### src/rtl/servo_pkg.sv
// Shared servo definitions: position codes, 12 MHz timing constants common to the
// PWM generator and decoder, and the decoder state encoding.
package servo_pkg;

  localparam logic [1:0] POS_LEFT   = 2'b00;
  localparam logic [1:0] POS_RIGHT  = 2'b01;
  localparam logic [1:0] POS_CENTRE = 2'b11;

  localparam int CLK_HZ = 12_000_000;
  localparam int MS_20  = 240_000;

  // Generator high-time counts; a `count <= X` pulse is X+1 cycles long.
  localparam int PULSE_LEFT   = 6_000;
  localparam int PULSE_CENTRE = 18_000;
  localparam int PULSE_RIGHT  = 30_000;

  localparam int MIN_WIDTH_CYC  = 3_000;
  localparam int MAX_WIDTH_CYC  = 36_000;
  localparam int LEFT_MAX_CYC   = 12_000;
  localparam int RIGHT_MIN_CYC  = 24_000;
  localparam int PERIOD_MIN_CYC = 200_000;
  localparam int PERIOD_MAX_CYC = 280_000;

  typedef enum logic [1:0] {
    ST_SYNC,
    ST_ARMED,
    ST_HIGH,
    ST_LOW
  } dec_state_e;

endpackage

### src/rtl/sync_edge_det.sv
// Two-flop synchroniser for an asynchronous input, followed by registered
// rise/fall strobes. Both edges reach the strobes with the same 3-cycle delay.
module sync_edge_det (
  input  logic clk,
  input  logic rst_n,
  input  logic sig,
  output logic level,
  output logic ready,
  output logic rise,
  output logic fall
);

  logic       meta;
  logic       prev;
  logic [2:0] prime;

  // NOTE: non-blocking assignments make every flop sample the pre-edge value of
  // its neighbour, which is what turns these statements into a shift chain.
  always_ff @(posedge clk or negedge rst_n) begin
    if (!rst_n) begin
      meta  <= 1'b0;
      level <= 1'b0;
      prev  <= 1'b0;
      prime <= '0;
      rise  <= 1'b0;
      fall  <= 1'b0;
    end else begin
      meta  <= sig;
      level <= meta;
      prev  <= level;
      prime <= {prime[1:0], 1'b1};
      // Edges are only trusted once the chain holds real samples, so reset
      // values never masquerade as a transition.
      rise  <= prime[2] & level & ~prev;
      fall  <= prime[2] & ~level & prev;
    end
  end

  assign ready = prime[1];

endmodule

### src/rtl/servo_pulse_decoder.sv
// Measures high time and rise-to-rise period of a servo pulse train, validates
// each frame and publishes the accepted width and decoded position.
module servo_pulse_decoder
  import servo_pkg::*;
#(
  parameter int CNT_W      = 20,
  parameter int MIN_WIDTH  = MIN_WIDTH_CYC,
  parameter int MAX_WIDTH  = MAX_WIDTH_CYC,
  parameter int LEFT_MAX   = LEFT_MAX_CYC,
  parameter int RIGHT_MIN  = RIGHT_MIN_CYC,
  parameter int PERIOD_MIN = PERIOD_MIN_CYC,
  parameter int PERIOD_MAX = PERIOD_MAX_CYC
) (
  input  logic             clk,
  input  logic             rst_n,
  input  logic             servo_in,
  output logic [CNT_W-1:0] width,
  output logic [1:0]       position,
  output logic             frame_valid,
  output logic             frame_err,
  output logic             locked
);

  localparam logic [CNT_W-1:0] MIN_W   = CNT_W'(MIN_WIDTH);
  localparam logic [CNT_W-1:0] MAX_W   = CNT_W'(MAX_WIDTH);
  localparam logic [CNT_W-1:0] LEFT_M  = CNT_W'(LEFT_MAX);
  localparam logic [CNT_W-1:0] RIGHT_M = CNT_W'(RIGHT_MIN);
  localparam logic [CNT_W-1:0] P_MIN   = CNT_W'(PERIOD_MIN);
  localparam logic [CNT_W-1:0] P_MAX   = CNT_W'(PERIOD_MAX);
  localparam logic [CNT_W-1:0] CNT_ONE = CNT_W'(1);

  logic             level;
  logic             ready;
  logic             rise;
  logic             fall;
  logic [CNT_W-1:0] wcnt;
  logic [CNT_W-1:0] pcnt;
  logic [CNT_W-1:0] width_meas;
  logic [1:0]       pos_meas;
  dec_state_e       state;
  dec_state_e       state_next;
  logic             latch_width;
  logic             evaluate;
  logic             timeout;
  logic             accept;
  logic             reject;

  sync_edge_det u_sync (
    .clk   (clk),
    .rst_n (rst_n),
    .sig   (servo_in),
    .level (level),
    .ready (ready),
    .rise  (rise),
    .fall  (fall)
  );

  // Both counters restart at 1 on every rise and stick at all-ones.
  always_ff @(posedge clk or negedge rst_n) begin
    if (!rst_n) begin
      wcnt <= '0;
      pcnt <= '0;
    end else if (rise) begin
      wcnt <= CNT_ONE;
      pcnt <= CNT_ONE;
    end else begin
      if (wcnt != '1) wcnt <= wcnt + CNT_ONE;
      if (pcnt != '1) pcnt <= pcnt + CNT_ONE;
    end
  end

  always_ff @(posedge clk or negedge rst_n) begin
    if (!rst_n) state <= ST_SYNC;
    else        state <= state_next;
  end

  // NOTE: every signal written here gets a default first; a path that leaves
  // one unassigned would infer a latch.
  always_comb begin
    state_next  = state;
    latch_width = 1'b0;
    evaluate    = 1'b0;
    timeout     = 1'b0;
    unique case (state)
      ST_SYNC:  if (ready && !level) state_next = ST_ARMED;
      ST_ARMED: if (rise) state_next = ST_HIGH;
      ST_HIGH: begin
        if (fall) begin
          latch_width = 1'b1;
          state_next  = ST_LOW;
        end else if (wcnt > MAX_W) begin
          timeout    = 1'b1;
          state_next = ST_SYNC;
        end
      end
      ST_LOW: begin
        if (rise) begin
          evaluate   = 1'b1;
          state_next = ST_HIGH;
        end else if (pcnt > P_MAX) begin
          timeout    = 1'b1;
          state_next = ST_ARMED;
        end
      end
      default: state_next = ST_SYNC;
    endcase
  end

  // pcnt still holds the finished period in the cycle the rise strobe is seen.
  assign accept = evaluate && (width_meas >= MIN_W) && (width_meas <= MAX_W)
                           && (pcnt >= P_MIN) && (pcnt <= P_MAX);
  assign reject = (evaluate && !accept) || timeout;

  always_comb begin
    pos_meas = POS_CENTRE;
    if (width_meas <= LEFT_M)       pos_meas = POS_LEFT;
    else if (width_meas >= RIGHT_M) pos_meas = POS_RIGHT;
  end

  always_ff @(posedge clk or negedge rst_n) begin
    if (!rst_n) begin
      width_meas  <= '0;
      width       <= '0;
      position    <= POS_CENTRE;
      frame_valid <= 1'b0;
      frame_err   <= 1'b0;
      locked      <= 1'b0;
    end else begin
      frame_valid <= accept;
      frame_err   <= reject;
      if (latch_width) width_meas <= wcnt;
      if (accept) begin
        width    <= width_meas;
        position <= pos_meas;
        locked   <= 1'b1;
      end else if (reject) begin
        locked <= 1'b0;
      end
    end
  end

endmodule

### config.mk
export PLATFORM = sky130hd
export DESIGN_NAME = servo_pulse_decoder
export DESIGN_NICKNAME = d
export VERILOG_FILES = /design/src/rtl/servo_pkg.sv /design/src/rtl/sync_edge_det.sv /design/src/rtl/servo_pulse_decoder.sv
export SDC_FILE = /design/constraint.sdc
export NUM_CORES = 1
export LEC_CHECK = 0
export ABC_AREA = 1
export ABC_CLOCK_PERIOD_IN_PS = 2200
export BUFFER_PORTS_ARGS = -buffer_cell sky130_fd_sc_hd__buf_4
export CORE_ASPECT_RATIO = 1.5
export CORE_UTILIZATION = 40
export DETAILED_ROUTE_END_ITERATION = 7
export SLEW_MARGIN = 40
export SYNTH_ARGS = -nofsm -noshare
export SYNTH_HDL_FRONTEND = slang
export SYNTH_SLANG_ARGS = --single-unit
### constraint.sdc
create_clock -name clk -period 2.2 [get_ports clk]
set_input_delay 0.11 -clock clk [delete_from_list [all_inputs] [get_ports clk]]
set_output_delay 0.11 -clock clk [all_outputs]
set_load 0.01 [all_outputs]
# Word-level counts from Yosys, hierarchy flattened
# Cells that the tools add are included.
word_totals:
  regBits: 95
  inputBits: 3
  out_inout_bits: 25
  elab_cells: 78
classes:
  addsub: 2
  n_lt_le_gt_ge: 8
  eq_ne: 9
  n_mux: 24
  bitwise_logic: 6
  reduce_logical: 14
ops:
  columns: ["op", "n"]
  rows:
  - ["$mux W20", 4]
  - ["$add A20 B1 Y20 const B", 2]
  - ["$ne A20 B20 Y1 const B", 2]
  - ["$ge A20 B12 Y1 const B", 1]
  - ["$ge A20 B15 Y1 const B", 1]
  - ["$ge A20 B18 Y1 const B", 1]
  - ["$gt A20 B16 Y1 const B", 1]
  - ["$gt A20 B19 Y1 const B", 1]
  - ["$le A20 B14 Y1 const B", 1]
  - ["$le A20 B16 Y1 const B", 1]
  - ["$le A20 B19 Y1 const B", 1]
  - ["$mux W2", 8]
  - ["$mux W1", 10]
  - ["$pmux W2 S4", 1]
  - ["$logic_and A1 B1 Y1", 6]
  - ["$ne A3 B2 Y1 const B", 2]
  - ["$reduce_bool A2 Y1", 3]
  - ["$and A1 B1 Y1", 4]
  - ["$eq A2 B2 Y1 const B", 2]
  - ["$reduce_and A4 Y1", 1]
  - ["$eq A2 B1 Y1 const B", 1]
  - ["$logic_not A1 Y1", 2]
  - ["$logic_not A2 Y1", 1]
  - ["$ne A2 B1 Y1 const B", 1]
  - ["other kinds (4)", 5]

# Logic depth before layout (Yosys ltp)
depth:
  ltp_word: 11
  ltp_mapped: 13
  depth_no_buf: 11

# Hierarchy
# A second synthesis with hierarchy kept.
hier_totals:
  cells_unflattened: 633
  area_unflattened_um2: 4862.2
modules_own_cells:
  columns: ["mod", "n_inst", "cells_per_inst", "area_per_inst_um2", "seq_area_each_um2"]
  rows:
  - ["servo_pulse_decoder", 1, 620, 4643.2, 2179.6]
  - ["sync_edge_det", 1, 13, 219.0, 200.2]

# Worst setup path before layout
# No wires, ideal clock.
synth_timing:
  kind: "reg-to-reg"
  startpoint: "register pcnt[0]"
  endpoint: "register pcnt[12]"
  setup_ns: 0.143
  arrival_time_ns: 1.499
  setup_slack_ns: 0.558
  stages_incl_launch_ff: 9
  path_cell_list: "dfrtp_1 ha_1 nand3_1 inv_1 nand2_1 inv_1 nand4_1 clkbuf_1 o21ai_0"
synth_between:
  elab_chain_cells: 3
  word_cells_on_any_way: 5
  cone_classes: "add/sub: 1; eq/ne: 1; mux: 2; reduce/logical: 1"
synth_lines:
  columns: ["element", "line_no", "rtl"]
  rows:
  - ["start, declared", "servo_pulse_decoder.sv:37", "logic [CNT_W-1:0] pcnt;"]
  - ["start signal, assigned", "servo_pulse_decoder.sv:68", "if (pcnt != '1) pcnt <= pcnt + CNT_ONE;"]
  - ["$add A20 B1 Y20", "servo_pulse_decoder.sv:68", null]
  - ["$mux W20", "servo_pulse_decoder.sv:68", null]
  - ["$mux W20", "servo_pulse_decoder.sv:63", "end else if (rise) begin"]
# Parallel ways exist; a longest one is shown, timed or not. The select of a mux whose other input is x is not followed.
# A chain may end at the register's enable or synchronous reset.

# Worst setup path after layout
layout_timing:
  startpoint: "register width_meas[18]"
  endpoint: "register width[18]"
layout_between:
  elab_chain_cells: 5
  word_cells_on_any_way: 6
  cone_classes: "order compare: 2; reduce/logical: 4"
layout_lines:
  columns: ["element", "line_no", "rtl"]
  rows:
  - ["start, declared", "servo_pulse_decoder.sv:38", "logic [CNT_W-1:0] width_meas;"]
  - ["start signal, assigned", "servo_pulse_decoder.sv:131", "if (latch_width) width_meas <= wcnt;"]
  - ["$ge A20 B12 Y1", "servo_pulse_decoder.sv:110", "assign accept = evaluate && (width_meas >= MIN_W) && (width_meas <= MAX_W)"]
  - ["$logic_and A1 B1 Y1", "servo_pulse_decoder.sv:110", null]
  - ["$logic_and A1 B1 Y1 (*)", "servo_pulse_decoder.sv:110", null]
  - ["$logic_and A1 B1 Y1 (*) (2 in a row)", "servo_pulse_decoder.sv:111", "&& (pcnt >= P_MIN) && (pcnt <= P_MAX);"]
  - ["named net accept", "servo_pulse_decoder.sv:45", "logic accept;"]
  - ["end signal, assigned", "servo_pulse_decoder.sv:133", "width <= width_meas;"]
  - ["end, declared", "servo_pulse_decoder.sv:17", "output logic [CNT_W-1:0] width,"]
# Mark *: on every way through the listed nets, which the timed path passes. The rest lies on a longest branch.

==> flow_summary.yaml <==
status:
  status: "completed"
place:
  place.detailed.hpwl_um: 8570
  placed_area_sq_mm: 0.00531
  port-buffer-count: 27
  place_congestion: 0.967
  pre_cts_slack_ns: 0.228
setup_path:
  worstPathRequired_ns: 2.44
  cp.arrival_ns: 2.21
  cp_slowest_cell: "dfrtp_1"
  path_common_cell: "nor2_1"
  crit_type: "flop to flop"
  crit_path_end_kind: "flop"
  startpoint_type: "flop"
  critPathBufInv: 2
  worstPathCellList: "nor2_1 > nand3_1 > nor2_1 > nand3_1 > a21oi_1 > nand2_2 > buf_12 > inv_1 > nor2_1"
  critPathMaxStageDelay_ns: 0.39
  worstPathMaxFanout: 38
  r2r-start: "width_meas[18]"
  cp_top_family: "simple AND/OR/NAND/NOR gates"
  startpoint: "width_meas[18]"
layout:
  area_growth_pct: 15.8
  design_area_sq_mm: 0.00568
  drive_gt1_share_pct: 13.6
  antenna_cells: 0
  fillers: 1190
  finalNetCount: 663
clocking:
  post_cts_buffers: 0
  clkLatencyLatePin_ns: 0.35
  clock-root-buffer: "clkbuf_16"
  clkTransAtPathRegs_ns: 0.07
  cts.repair.resized: 0
  cts_tree: "yes"
  cts_made_buffers: 9
  cts.sinks: 95
  cts_hold_buf: 2
  htreeDepth: 3
  cts_buffer_depth: 2
synth:
  synthAdderAreaFrac_pct: 1.02
  synthXorXnorAreaFrac_pct: 0.714
  yosysWarningCount: 0
  synth_common_cells: "nand2_1 (139), dfrtp_1 (93), inv_1 (84)"
  synth_top_family_by_area: "simple AND/OR/NAND/NOR gates"
  synthArstFlopShare_pct: 100
  ys_seq_elements: 95
  synth-compound-area-share_pct: 12.1
  synth.largest_area_cell: "dfrtp_1"
  synth_edf_count: 0
  ys_seq_area_share_pct: 48.5
  synth_area_per_cell_sq_um: 7.92
  synth_nets: 627
  synth_ff_type: "dfrtp_1"
  netlist_top_cells_area: "dfrtp_1 (47%), nand2_1 (11%), inv_1 (6.4%)"
  yosys.cell_count.top_type: "nand2_1"
  synth_top_area_share_pct: 47.4
  synthMuxAreaShare_pct: 0
  synth_simple_gate_area_share_pct: 29.4
  synth_area_sq_mm: 0.00491
  yosys.cell_types.count: 39
  syn_inst: 620
power:
  p_leak_nw: 2.70
  ir_drop_mv: 0.478
  powerDensity_mw_per_mm2: 794
  power_mw: 4.51
sta:
  tightest_slew_ns: 0.766
  finalSetupViolCount: 0
  finalHoldViolCount: 0
  holdWs_ns: 0.276
  relSlewSlack_pct: 48.5
  fin_crit_ns: 1.97
  max_freq_ghz: 0.508
  fin_setup_tns_ns: 0
  fin_ws_ns: 0.232
  finClkSkew_ns: 0.00925
  slew_viol_final: 0
  finalCritPeriodShare_pct: 89.5
  rsz0062_at_grt: "false"
grt:
  grt_pass1_wl_um: 19100
  grt_use_total_pct: 19.4
  overflow: 0
  grt_pass1_vias: 4151
  grt_max_degree: 59
  antenna_found_initial: 0
detailed_routing:
  drc: 0
  wl_per_cell_um: 14.0
  drt_wl_total_um: 11400
  vias: 4185
  dr.pass1.iters: 6
  drt_iter0_drc: 237
  vias_per_cell: 5.14
  ant_nets: 0
run:
  maxCapViolations: 0
floorplan:
  fp.dieArea_sq_mm: 0.0127
  core_sq_mm: 0.0120
  core.rowCount: 49
  fp.dieW_um: 92.4
  num_io_pins: 28
  start_util_pct: 41.1
  chipHeight_um: 138
hold_path:
  min_path_type: "primary input to asynchronous set/reset pin"
==> final timing paths <==
check | end | slack [ns] | cells past startpoint
worst min-delay path | width[17] | 0.28 | 2
max in group asynchronous | position[1] | 1.21 | 3
min in group clk | u_sync.prime[1] | 0.35 | 0
worst max register to register | width[18] | 0.23 | 9
worst max-delay path | width[18] | 0.23 | 9
worst min register to register | u_sync.prime[1] | 0.35 | 0
==> metal layers <==
metal  vias up  wire length [um]  global-route usage (%)
met1      1948              4470                    20.6
met4         0               420                    9.81
met2       104              6080                    36.3
li1       2099                 -                       -
met3        34               413                    3.64
met5         -                 0                       0
==> layout make-up <==
cell class              count  area (sq um)  share of cell area, %
clock inverters             7           124                   2.18
inverters                  85           319                   5.62
well taps                 153           191                   3.37
multi-input cells         427          2130                   37.4
repair buffers             38           315                   5.55
clock buffers               9           225                   3.96
flip-flops and latches     95          2380                   41.9
==> through the flow <==
| stage | cells | util [%] |
|---|---|---|
| finish | 814 | 47.5 |
| global route | 814 | 47.5 |
| CTS | 814 | 47.5 |
| detailed placement | 796 | 44.4 |
| global placement | 796 | 44.4 |
| floorplan | 620 | - |
==> layout by cell type (no fill, tap or decap), types with 2 or more instances in the layout <==
master | synthesis | layout
a211oi_1 | 2 | 2
dfstp_2 | 2 | 2
clkbuf_16 | 0 | 9
inv_6 | 0 | 3
nor3_1 | 32 | 32
buf_4 | 1 | 34
or2_2 | 5 | 5
inv_1 | 84 | 84
a31oi_1 | 9 | 9
nor2_1 | 60 | 59
bufinv_16 | 0 | 3
nand3b_1 | 2 | 2
ha_1 | 4 | 4
nor2_2 | 2 | 3
dfrtp_1 | 93 | 93
a21oi_1 | 15 | 15
nand2_2 | 3 | 3
nand4_1 | 15 | 15
xor2_1 | 4 | 4
o31ai_1 | 5 | 5
o21ai_0 | 48 | 48
nand2_1 | 139 | 139
buf_12 | 1 | 2
o21ai_2 | 17 | 17
dlygate4sd3_1 | 0 | 2
nor3_2 | 3 | 3
nand3_1 | 51 | 51
==> power breakdown <==
| part | switching [mW] | total, mW | internal, mW |
|---|---|---|---|
| combinational | 0.439 | 0.648 | 0.209 |
| clock | 0.695 | 1.82 | 1.12 |
| sequential | 0.137 | 2.05 | 1.91 |
| total | 1.27 | 4.51 | 3.24 |
==> registers in the layout, summed over array words and instances (netlist names), 2 cells and up <==
signal	flops
pcnt	20
position	2
state	2
u_sync.prime	3
wcnt	20
width	20
width_meas	20
==> logic make-up (layout without fill, tap and decap cells) <==
family                   Yosys count  in the layout
AO/OA/AOI/OAI                     99             99
XOR/XNOR                           4              4
other                              1              1
AND/OR/NAND/NOR                  319            319
adder cells (fa/ha/maj)            4              4
buffers and inverters             98            139
flip-flops                        95             95
(Power assumes the default switching activity.)
